### src/rtl/ekf_stage_seq.sv
// Stage sequencer for the EKF nonlinear unit: grants one predict/newlm/update
// request at a time, starts the unit, waits for completion and buffers the result.
//
// state | meaning
// IDLE  | grant lowest requested stage, screen landmark index / capacity
// ISSUE | one-cycle init pulse to the nonlinear unit, clear wait counter
// WAIT  | count cycles for the matching done strobe, timeout at TMO
// OUT   | hold captured result until downstream takes it
module ekf_stage_seq #(
  parameter int DW      = 32,
  parameter int ROW_LEN = 10,
  parameter int NRES    = 6,
  parameter int TMO     = 255,
  parameter int MAX_LM  = 2**ROW_LEN-1
) (
  input  logic                 clk,
  input  logic                 sys_rst,
  input  logic [2:0]           stage_val,
  output logic [2:0]           stage_rdy,
  input  logic [ROW_LEN-1:0]   l_k,
  output logic                 init_predict,
  output logic                 init_newlm,
  output logic                 init_update,
  input  logic                 done_predict,
  input  logic                 done_newlm,
  input  logic                 done_update,
  input  logic [NRES*DW-1:0]   result_in,
  output logic                 res_val,
  input  logic                 res_rdy,
  output logic [NRES*DW-1:0]   res_data,
  output logic [2:0]           res_stage,
  output logic [ROW_LEN-1:0]   res_lk,
  output logic [ROW_LEN-1:0]   landmark_num,
  output logic                 err_timeout,
  output logic                 err_lk,
  output logic                 err_full
);

  localparam int CW = $clog2(TMO + 1);

  typedef enum logic [1:0] {
    S_IDLE  = 2'd0,
    S_ISSUE = 2'd1,
    S_WAIT  = 2'd2,
    S_OUT   = 2'd3
  } state_t;

  state_t               r_state;
  logic [2:0]           r_stage;
  logic [ROW_LEN-1:0]   r_lk;
  logic [CW-1:0]        r_cnt;
  logic [2:0]           r_init;
  logic [ROW_LEN-1:0]   r_landmark_num;
  logic                 r_res_val;
  logic [NRES*DW-1:0]   r_res_data;
  logic [2:0]           r_res_stage;
  logic [ROW_LEN-1:0]   r_res_lk;
  logic                 r_err_timeout;
  logic                 r_err_lk;
  logic                 r_err_full;

  logic [2:0]           w_grant;
  logic [2:0]           w_done;
  logic                 w_done_match;
  logic                 w_lk_bad;
  logic                 w_full;
  logic [CW-1:0]        w_cnt_nxt;
  logic                 w_tmo;

  // Fixed priority: predict over newlm over update.
  always_comb begin
    w_grant = 3'b000;
    if (r_state == S_IDLE) begin
      if (stage_val[0])      w_grant = 3'b001;
      else if (stage_val[1]) w_grant = 3'b010;
      else if (stage_val[2]) w_grant = 3'b100;
    end
  end

  assign w_done       = {done_update, done_newlm, done_predict};
  assign w_done_match = |(w_done & r_stage);
  assign w_lk_bad     = (l_k >= r_landmark_num);
  assign w_full       = (r_landmark_num == ROW_LEN'(MAX_LM));
  assign w_cnt_nxt    = r_cnt + CW'(1);
  assign w_tmo        = (w_cnt_nxt == CW'(TMO));

  always_ff @(posedge clk) begin
    if (sys_rst) begin
      r_state        <= S_IDLE;
      r_stage        <= 3'b000;
      r_lk           <= '0;
      r_cnt          <= '0;
      r_init         <= 3'b000;
      r_landmark_num <= '0;
      r_res_val      <= 1'b0;
      r_res_data     <= '0;
      r_res_stage    <= 3'b000;
      r_res_lk       <= '0;
      r_err_timeout  <= 1'b0;
      r_err_lk       <= 1'b0;
      r_err_full     <= 1'b0;
    end else begin
      r_init        <= 3'b000;
      r_err_timeout <= 1'b0;
      r_err_lk      <= 1'b0;
      r_err_full    <= 1'b0;
      case (r_state)
        S_IDLE: begin
          if (|w_grant) begin
            r_stage <= w_grant;
            r_lk    <= l_k;
            // Rejected requests are consumed without touching the unit.
            if (w_grant[2] && w_lk_bad) begin
              r_err_lk <= 1'b1;
            end else if (w_grant[1] && w_full) begin
              r_err_full <= 1'b1;
            end else begin
              r_init  <= w_grant;
              r_state <= S_ISSUE;
            end
          end
        end
        S_ISSUE: begin
          r_cnt   <= '0;
          r_state <= S_WAIT;
        end
        S_WAIT: begin
          // A done landing on the last allowed cycle still counts.
          if (w_done_match) begin
            r_res_data  <= result_in;
            r_res_stage <= r_stage;
            r_res_lk    <= r_lk;
            r_res_val   <= 1'b1;
            if (r_stage[1]) r_landmark_num <= r_landmark_num + ROW_LEN'(1);
            r_state     <= S_OUT;
          end else if (w_tmo) begin
            r_err_timeout <= 1'b1;
            r_state       <= S_IDLE;
          end else begin
            r_cnt <= w_cnt_nxt;
          end
        end
        S_OUT: begin
          if (res_rdy) begin
            r_res_val <= 1'b0;
            r_state   <= S_IDLE;
          end
        end
        default: r_state <= S_IDLE;
      endcase
    end
  end

  assign stage_rdy    = w_grant;
  assign init_predict = r_init[0];
  assign init_newlm   = r_init[1];
  assign init_update  = r_init[2];
  assign res_val      = r_res_val;
  assign res_data     = r_res_data;
  assign res_stage    = r_res_stage;
  assign res_lk       = r_res_lk;
  assign landmark_num = r_landmark_num;
  assign err_timeout  = r_err_timeout;
  assign err_lk       = r_err_lk;
  assign err_full     = r_err_full;

endmodule

### config.mk
export PLATFORM = sky130hd
export DESIGN_NAME = ekf_stage_seq
export DESIGN_NICKNAME = d
export VERILOG_FILES = /design/src/rtl/ekf_stage_seq.sv
export SDC_FILE = /design/constraint.sdc
export NUM_CORES = 1
export LEC_CHECK = 0
export BUFFER_PORTS_ARGS = -buffer_cell sky130_fd_sc_hd__buf_2
export CORE_AREA = 2 2 172 174
export CTS_BUF_LIST = sky130_fd_sc_hd__clkbuf_8
export DETAILED_ROUTE_END_ITERATION = 6
export DIE_AREA = 0 0 174 176
export MAX_ROUTING_LAYER = met4
export PLACE_DENSITY = 0.6
export SYNTH_ARGS = -nofsm -noshare
export SYNTH_HDL_FRONTEND = slang
export SYNTH_SLANG_ARGS = --single-unit
### constraint.sdc
create_clock -name clk -period 2.6 [get_ports clk]
set_clock_uncertainty 0.15 [all_clocks]
set_input_delay 0.52 -clock clk [delete_from_list [all_inputs] [get_ports clk]]
set_output_delay 0.52 -clock clk [all_outputs]
set_load 0.02 [all_outputs]
==> summary.txt, run 1 <==
STA
  – Clock period minus worst slack: 2430 ps
  – Slew margin rel.: 52.2%
  – RSZ-0062 raised after global routing: no
  – Hold WS: 76.1 ps
  – Final-report setup violation count: 0
  – Tightest Pin Transition: 718 ps
  – Fmax: 412 MHz
  – Sum Neg Setup Slack: 0 ps
  – Final period util: 93.5%
  – Slew Viols, Final: 0
  – Final Hold Vio Count: 0

Cells and area
  – Commonest non-fill, non-tap cell in the layout: nand2_1
  – Finished Core Util: 43.4%
  – # nets final: 1787
  – Antenna cells: 0
  – Most frequent cells in the layout: nand2_1 (450), buf_2 (434), dfxtp_1 (245)
  – Layout area overhead: 38.2%
  – Post-Layout Inst Area: 12400 sq um
  – Layout cells sized above 1: 32.8%
  – Fill count: 2999

Routing
  – 1st-iter DRT viols: 429
  – Via Count: 9080
  – ANT nets after route: 0
  – Via/cell ratio: 4.60
  – WL final: 29000 um
  – DR pass1 iterations: 4
  – DRC: 0
  – Avg WL per Cell: 14.7 um

Yosys
  – Ranking of synthesized cells by area: dfxtp_1 (55%), nand2_1 (19%), a21oi_1 (13%)
  – Cells after Synth: 1143
  – Distinct cells, synth: 45
  – Syn. warnings: 0
  – Register bit total from synthesis: 245
  – Mapped Area: 8970 sq um
  – Asr flop ratio synth: 0%
  – Syn nets: 1367
  – Area share of the largest cell type after synthesis: 54.7%
  – Top FF cell, synth: dfxtp_1
  – Synth area leader: dfxtp_1
  – Post-synth EDFFs: 0
  – Synth Area per Inst: 7.85 sq um
  – Sequential fraction of the synthesis area: 54.7%

Pwr
  – Total Power: 8.10 mW
  – Peak supply drop: 340 uV
  – Combinational power share: 9.5%
  – Net switching power: 2.04 mW
  – Int Pwr: 6.07 mW
  – Net Sw Frac: 25.1%
  – Flop pwr share: 48.4%
  – P per Cell Area: 654 nW/um^2
  – Leakage power: 5.56 nW
  – Clock Power Share: 42.1%

GRT
  – Total gr overflow: 0
  – Gr usage total: 18.2%
  – First-pass GRT wire length: 44100 um
  – Vias in the first global route: 8458
  – Initial antenna violation count: 0
  – Largest net degree at the start of global routing: 138

Worst setup path
  – R2r setup slk: 320 ps
  – Critical Path Sink Type: output pin
  – Crit path required time: 1930 ps
  – Critical path, cell by cell: nor2_1 -> nand3b_1 -> inv_1 -> buf_2
  – Reg2Reg Depth: 7
  – Crit Path Class: register to output pin
  – WP buf/inv: 2
  – Reg-to-reg startpoint: r_cnt[0]
  – Arrival time at the worst endpoint: 1760 ps
  – CP Launch Type: register
  – Reg-to-Reg End: r_cnt[6]
  – Worst-path fanout max: 10
  – Kind of cell adding the most delay to the critical path: simple AND/OR/NAND/NOR gates
  – Crit-path max cell delay: 390 ps
  – Critical Path Slowest Stage Cell: dfxtp_1

Floorplan
  – Die width: 174 um
  – Core Rows: 62
  – Die Y: 176 um
  – Die Area: 30600 sq um
  – Core area: 28500 sq um
  – Top-level port count: 436
  – Initial Utilization: 31.4%

Clock network
  – Htree depth: 2
  – Post-CTS sizing: 0
  – Clk slew on worst S/H paths: 60 ps
  – CTS buffer count: 42
  – Cts hold-fix bufs: 0
  – Clock sinks: 245
  – Clock Path Buffers: 3
  – CTS tree: built
  – Skew-Pair Late Insertion Delay: 520 ps
  – Setup repair bufs after CTS: 0
  – CTS root buffer: clkbuf_8

Status
  – Status: complete, no violations

Hold path
  – WHS Path Cells: 3
  – Hold Path Class: input pin to register
  – Hold path start: result_in[118]
  – Hold path endpoint: res_data[118]

Placed design
  – Dpl hpwl: 20600 um
  – Gp weighted congestion: 0.871
  – Cell Area, Placed: 11600 sq um
  – PortBufs: 435

Flow run
  – Maxcap violations: 0
==> per-stage QoR <==
step                      setup WS [ps]  instances
after global routing               52.9       1973
after floorplan                     487       1143
after global placement              407       1903
after CTS                           112       1973
final                               170       1973
after detailed placement            327       1903
==> power by group through the flow <==
| stage | Combinational [mW] | Sequential, mW | Clock [mW] |
|---|---|---|---|
| after global placement | 0.773 | 4.00 | 0 |
| after CTS | 0.780 | 3.92 | 3.54 |
| after floorplan | 0.328 | 4.08 | 0 |
| after detailed placement | 0.777 | 4.00 | 0 |
| final | 0.769 | 3.92 | 3.41 |
| after global routing | 0.847 | 3.93 | 3.71 |
==> synthesized netlist by cell type (2+ instances only) <==
cell        n
buf_2       4
a211o_1     2
buf_1       4
o21ai_1     2
or3_1       5
xnor2_1     8
nor2b_1     2
nor2_1     24
nand4_2     2
nand2_1   451
inv_1      16
o21ai_0     6
nand4_1     4
dfxtp_1   245
ha_1       13
nor4_1      3
clkbuf_1   69
a21oi_1   230
xor2_1      2
o211ai_1    2
nor2_2      2
nand3_1     6
nor3_1     11
nand2b_1    4
a21o_1      5
o21bai_1    2
==> flip-flops by register name (all words and copies together), names as in the netlist <==
register      cells
r_init            3
res_val           1
err_timeout       1
err_lk            1
landmark_num     10
err_full          1
r_stage           3
r_lk             10
r_state           2
r_cnt             8
res_data        192
res_lk           10
res_stage         3
==> area by class of cell <==
cell class / instances / area (sq um) / share of cell area, %
flip-flops and latches: 245 / 4900 / 39.5
multi-input cells: 804 / 3720 / 30.0
repair buffers: 454 / 2410 / 19.5
clock buffers: 53 / 729 / 5.88
well taps: 384 / 480 / 3.87
clock inverters: 17 / 93.8 / 0.757
inverters: 16 / 60.1 / 0.484
==> routing by layer <==
| metal | share of wire [%] | track usage, % | vias to the layer above |
|---|---|---|---|
| met5 | 0 | - | - |
| met4 | 2.8 | 6.55 | 0 |
| met3 | 6.1 | 3.68 | 68 |
| met2 | 49 | 30.2 | 316 |
| met1 | 42 | 22.0 | 4139 |
| li1 | - | - | 4557 |
==> worst register-to-register path, stage by stage (launching register included) <==
cell	delay (ps)
dfxtp_1	440
ha_1	320
nand3_1	100
o211ai_1	200
nand4_2	220
nand2_1	370
nor3_1	100
a211o_1	280
==> cell families after synthesis <==
logic type      Yosys count  share of synthesized area (%)
compound gates          256                           15.0
buf+inv                  94                           4.03
fa+ha+maj                13                           1.81
simple gates            523                           23.3
mux                       2                          0.237
flops                   245                           54.7
xor+xnor                 10                          0.976
==> how the worst max path moves through the flow <==
stage                 start         endpoint  slack (ps)  cells past startpoint
3_3_place_gp       r_cnt[0]         r_cnt[4]         410                      7
4_1_cts          r_state[1]     stage_rdy[1]         110                      4
6_report         r_state[1]     stage_rdy[1]         170                      4
2_1_floorplan  done_predict  landmark_num[8]         490                      8
5_1_grt          r_state[1]     stage_rdy[1]          50                      4
3_5_place_dp       r_cnt[0]         r_cnt[6]         330                      7
Note: power is estimated with default switching activity, not from simulation.
==> run 2: changes to the inputs <==
Settings changed: REMOVE_ABC_BUFFERS from default to 1.
==> run 2 against run 1 <==
- sequential share of layout area fell by 0.15 points
- hold slack worse by 14 ps
- cell count grew 0.66%
- utilization increased by 0.16 points
- critical path type unchanged
- non-clock buffer count increased by 3
==> summary.txt, run 2 (synthesized netlist as in run 1, its figures left out) <==
Status
  – Status: complete, no violations

Cells and area
  – Commonest non-fill, non-tap cell in the layout: nand2_1
  – Most frequent cells in the layout: nand2_1 (450), buf_2 (434), dfxtp_1 (245)
  – Layout area overhead: 38.7%
  – Final Non-Filler Cells: 1986 (+0.66%)
  – # nets final: 1791 (+0.22%)
  – Layout cells sized above 1: 33.0% (+0.17 points)
  – Max reg flops: 192 (unchanged)

STA
  – Fmax: 415 MHz (+0.81%)
  – Slew Viols, Final: 0 (unchanged)
  – Tightest Pin Transition: 640 ps (-77.7 ps)
  – Slew margin rel.: 57.3% (+5.2 points)
  – Setup WS post-layout: 189 ps (+19.5 ps)
  – Final-report setup violation count: 0 (unchanged)
  – RSZ-0062 raised after global routing: no
  – Hold WS: 62.4 ps (-13.7 ps)
  – Sum Neg Setup Slack: 0 ps (unchanged)
  – Final period util: 92.7% (-0.75 points)
  – Final Hold Vio Count: 0 (unchanged)
  – Clock period minus worst slack: 2410 ps (-19.5 ps)

Routing
  – ANT nets after route: 0 (unchanged)
  – DRC: 0 (unchanged)
  – 1st-iter DRT viols: 382 (-11%)
  – WL final: 28200 um (-2.5%)
  – DR pass1 iterations: 5 (+1)
  – Via/cell ratio: 4.55 (-1.1%)
  – Via Count: 9035 (-0.50%)
  – Avg WL per Cell: 14.2 um (-3.1%)

Clock network
  – Cts hold-fix bufs: 0 (unchanged)
  – Skew-Pair Late Insertion Delay: 530 ps (about the same)
  – Clk slew on worst S/H paths: 60 ps (about the same)
  – Post-CTS sizing: 0 (unchanged)
  – Setup repair bufs after CTS: 0 (unchanged)
  – CTS tree: built
  – Clock sinks: 245 (unchanged)
  – Htree depth: 2 (unchanged)
  – Clock Path Buffers: 3 (unchanged)
  – CTS root buffer: clkbuf_8
  – CTS buffer count: 43 (+2.4%)

Worst setup path
  – Reg-to-Reg End: r_cnt[6]
  – Critical Path Slowest Stage Cell: dfxtp_1
  – CP Launch Type: register
  – R2r setup slk: 300 ps (-20 ps)
  – Reg-to-reg startpoint: r_cnt[0]
  – Crit-path max cell delay: 390 ps (about the same)
  – Critical path, cell by cell: nor2_1 -> and3_1 -> buf_2
  – Reg2Reg Depth: 7 (unchanged)
  – Arrival time at the worst endpoint: 1740 ps (-20 ps)
  – Critical Path Sink Type: output pin
  – Crit path required time: 1930 ps (about the same)
  – Worst-path fanout max: 10 (unchanged)
  – CP Launch Point: r_state[1]
  – Crit Path Class: register to output pin

Placed design
  – PortBufs: 435 (unchanged)
  – Dpl hpwl: 20300 um (-1.4%)
  – DP Worst Slack: 327 ps (+0.216 ps)
  – Gp weighted congestion: 0.807 (-7.4%)
  – Placed insts: 1906 (+0.16%)

Pwr
  – Peak supply drop: 372 uV (+9.3%)
  – Leakage power: 5.59 nW (+0.45%)
  – Total Power: 8.02 mW (-1.0%)
  – P per Cell Area: 645 nW/um^2 (-1.4%)

Hold path
  – Hold path endpoint: res_data[93]
  – Hold path start: result_in[93]
  – WHS Path Cells: 3 (unchanged)
  – Hold Path Class: input pin to register

Floorplan
  – Core Rows: 62 (unchanged)
  – Core area: 28500 sq um (unchanged)
  – Die Y: 176 um (unchanged)
  – Die width: 174 um (unchanged)
  – Die Area: 30600 sq um (unchanged)
  – Top-level port count: 436 (unchanged)
  – Initial Utilization: 31.4% (unchanged)

GRT
  – Vias in the first global route: 8360 (-1.2%)
  – Initial antenna violation count: 1 (+1)
  – Gr usage total: 17.7% (-0.43 points)
  – First-pass GRT wire length: 43000 um (-2.6%)
  – Total gr overflow: 0 (unchanged)
  – Largest net degree at the start of global routing: 135 (-2.2%)

Flow run
  – Maxcap violations: 0 (unchanged)
-- run 2: worst max-delay path by stage --
stage | end | slack [ps] | depth (start not counted)
after floorplan | landmark_num[9] | -3190 | 6
after global placement | res_data[138] | 380 | 8
after detailed placement | res_data[45] | 330 | 8
after CTS | stage_rdy[2] | 150 | 3
after global routing | stage_rdy[2] | 80 | 3
final | stage_rdy[2] | 190 | 3
-- run 2: cell type report --
type                            count  area (sq um)
Clock inverter                     25           111
Tap cell                          384           480
Inverter                           16          60.1
Fill cell                        3046         16100
Multi-Input combinational cell    804          3720
Timing Repair Buffer              457          2450
Antenna cell                        3          7.51
Clock buffer                       52           716
Sequential cell                   245          4900
-- run 2: critical path, delay by kind of cell, from the launching register on --
family / cells / cell delay (ps)
buffers and inverters: 1 / 220
DFF: 1 / 390
and+or+nand+nor: 2 / 600
-- run 2: layer usage --
layer,global-route usage (%),up-vias,wire [um]
li1,-,4578,-
met1,20.5,4077,11800
met2,29.6,311,13600
met3,4.52,69,1960
met5,-,-,0
met4,6.97,0,873
-- run 2: per-stage QoR --
| stage | area, sq um | util [%] |
|---|---|---|
| floorplan | 8670 | - |
| global placement | 11600 | 40.7 |
| detailed placement | 11600 | 40.7 |
| CTS | 12400 | 43.6 |
| global route | 12400 | 43.6 |
| finish | 12400 | 43.6 |
-- run 2: where the power goes --
group / internal (mW) / switching [mW] / total, mW
Clock: 1.81 / 1.53 / 3.34
Sequential: 3.86 / 0.0616 / 3.92
Combinational: 0.299 / 0.468 / 0.767
Total: 5.96 / 2.06 / 8.02
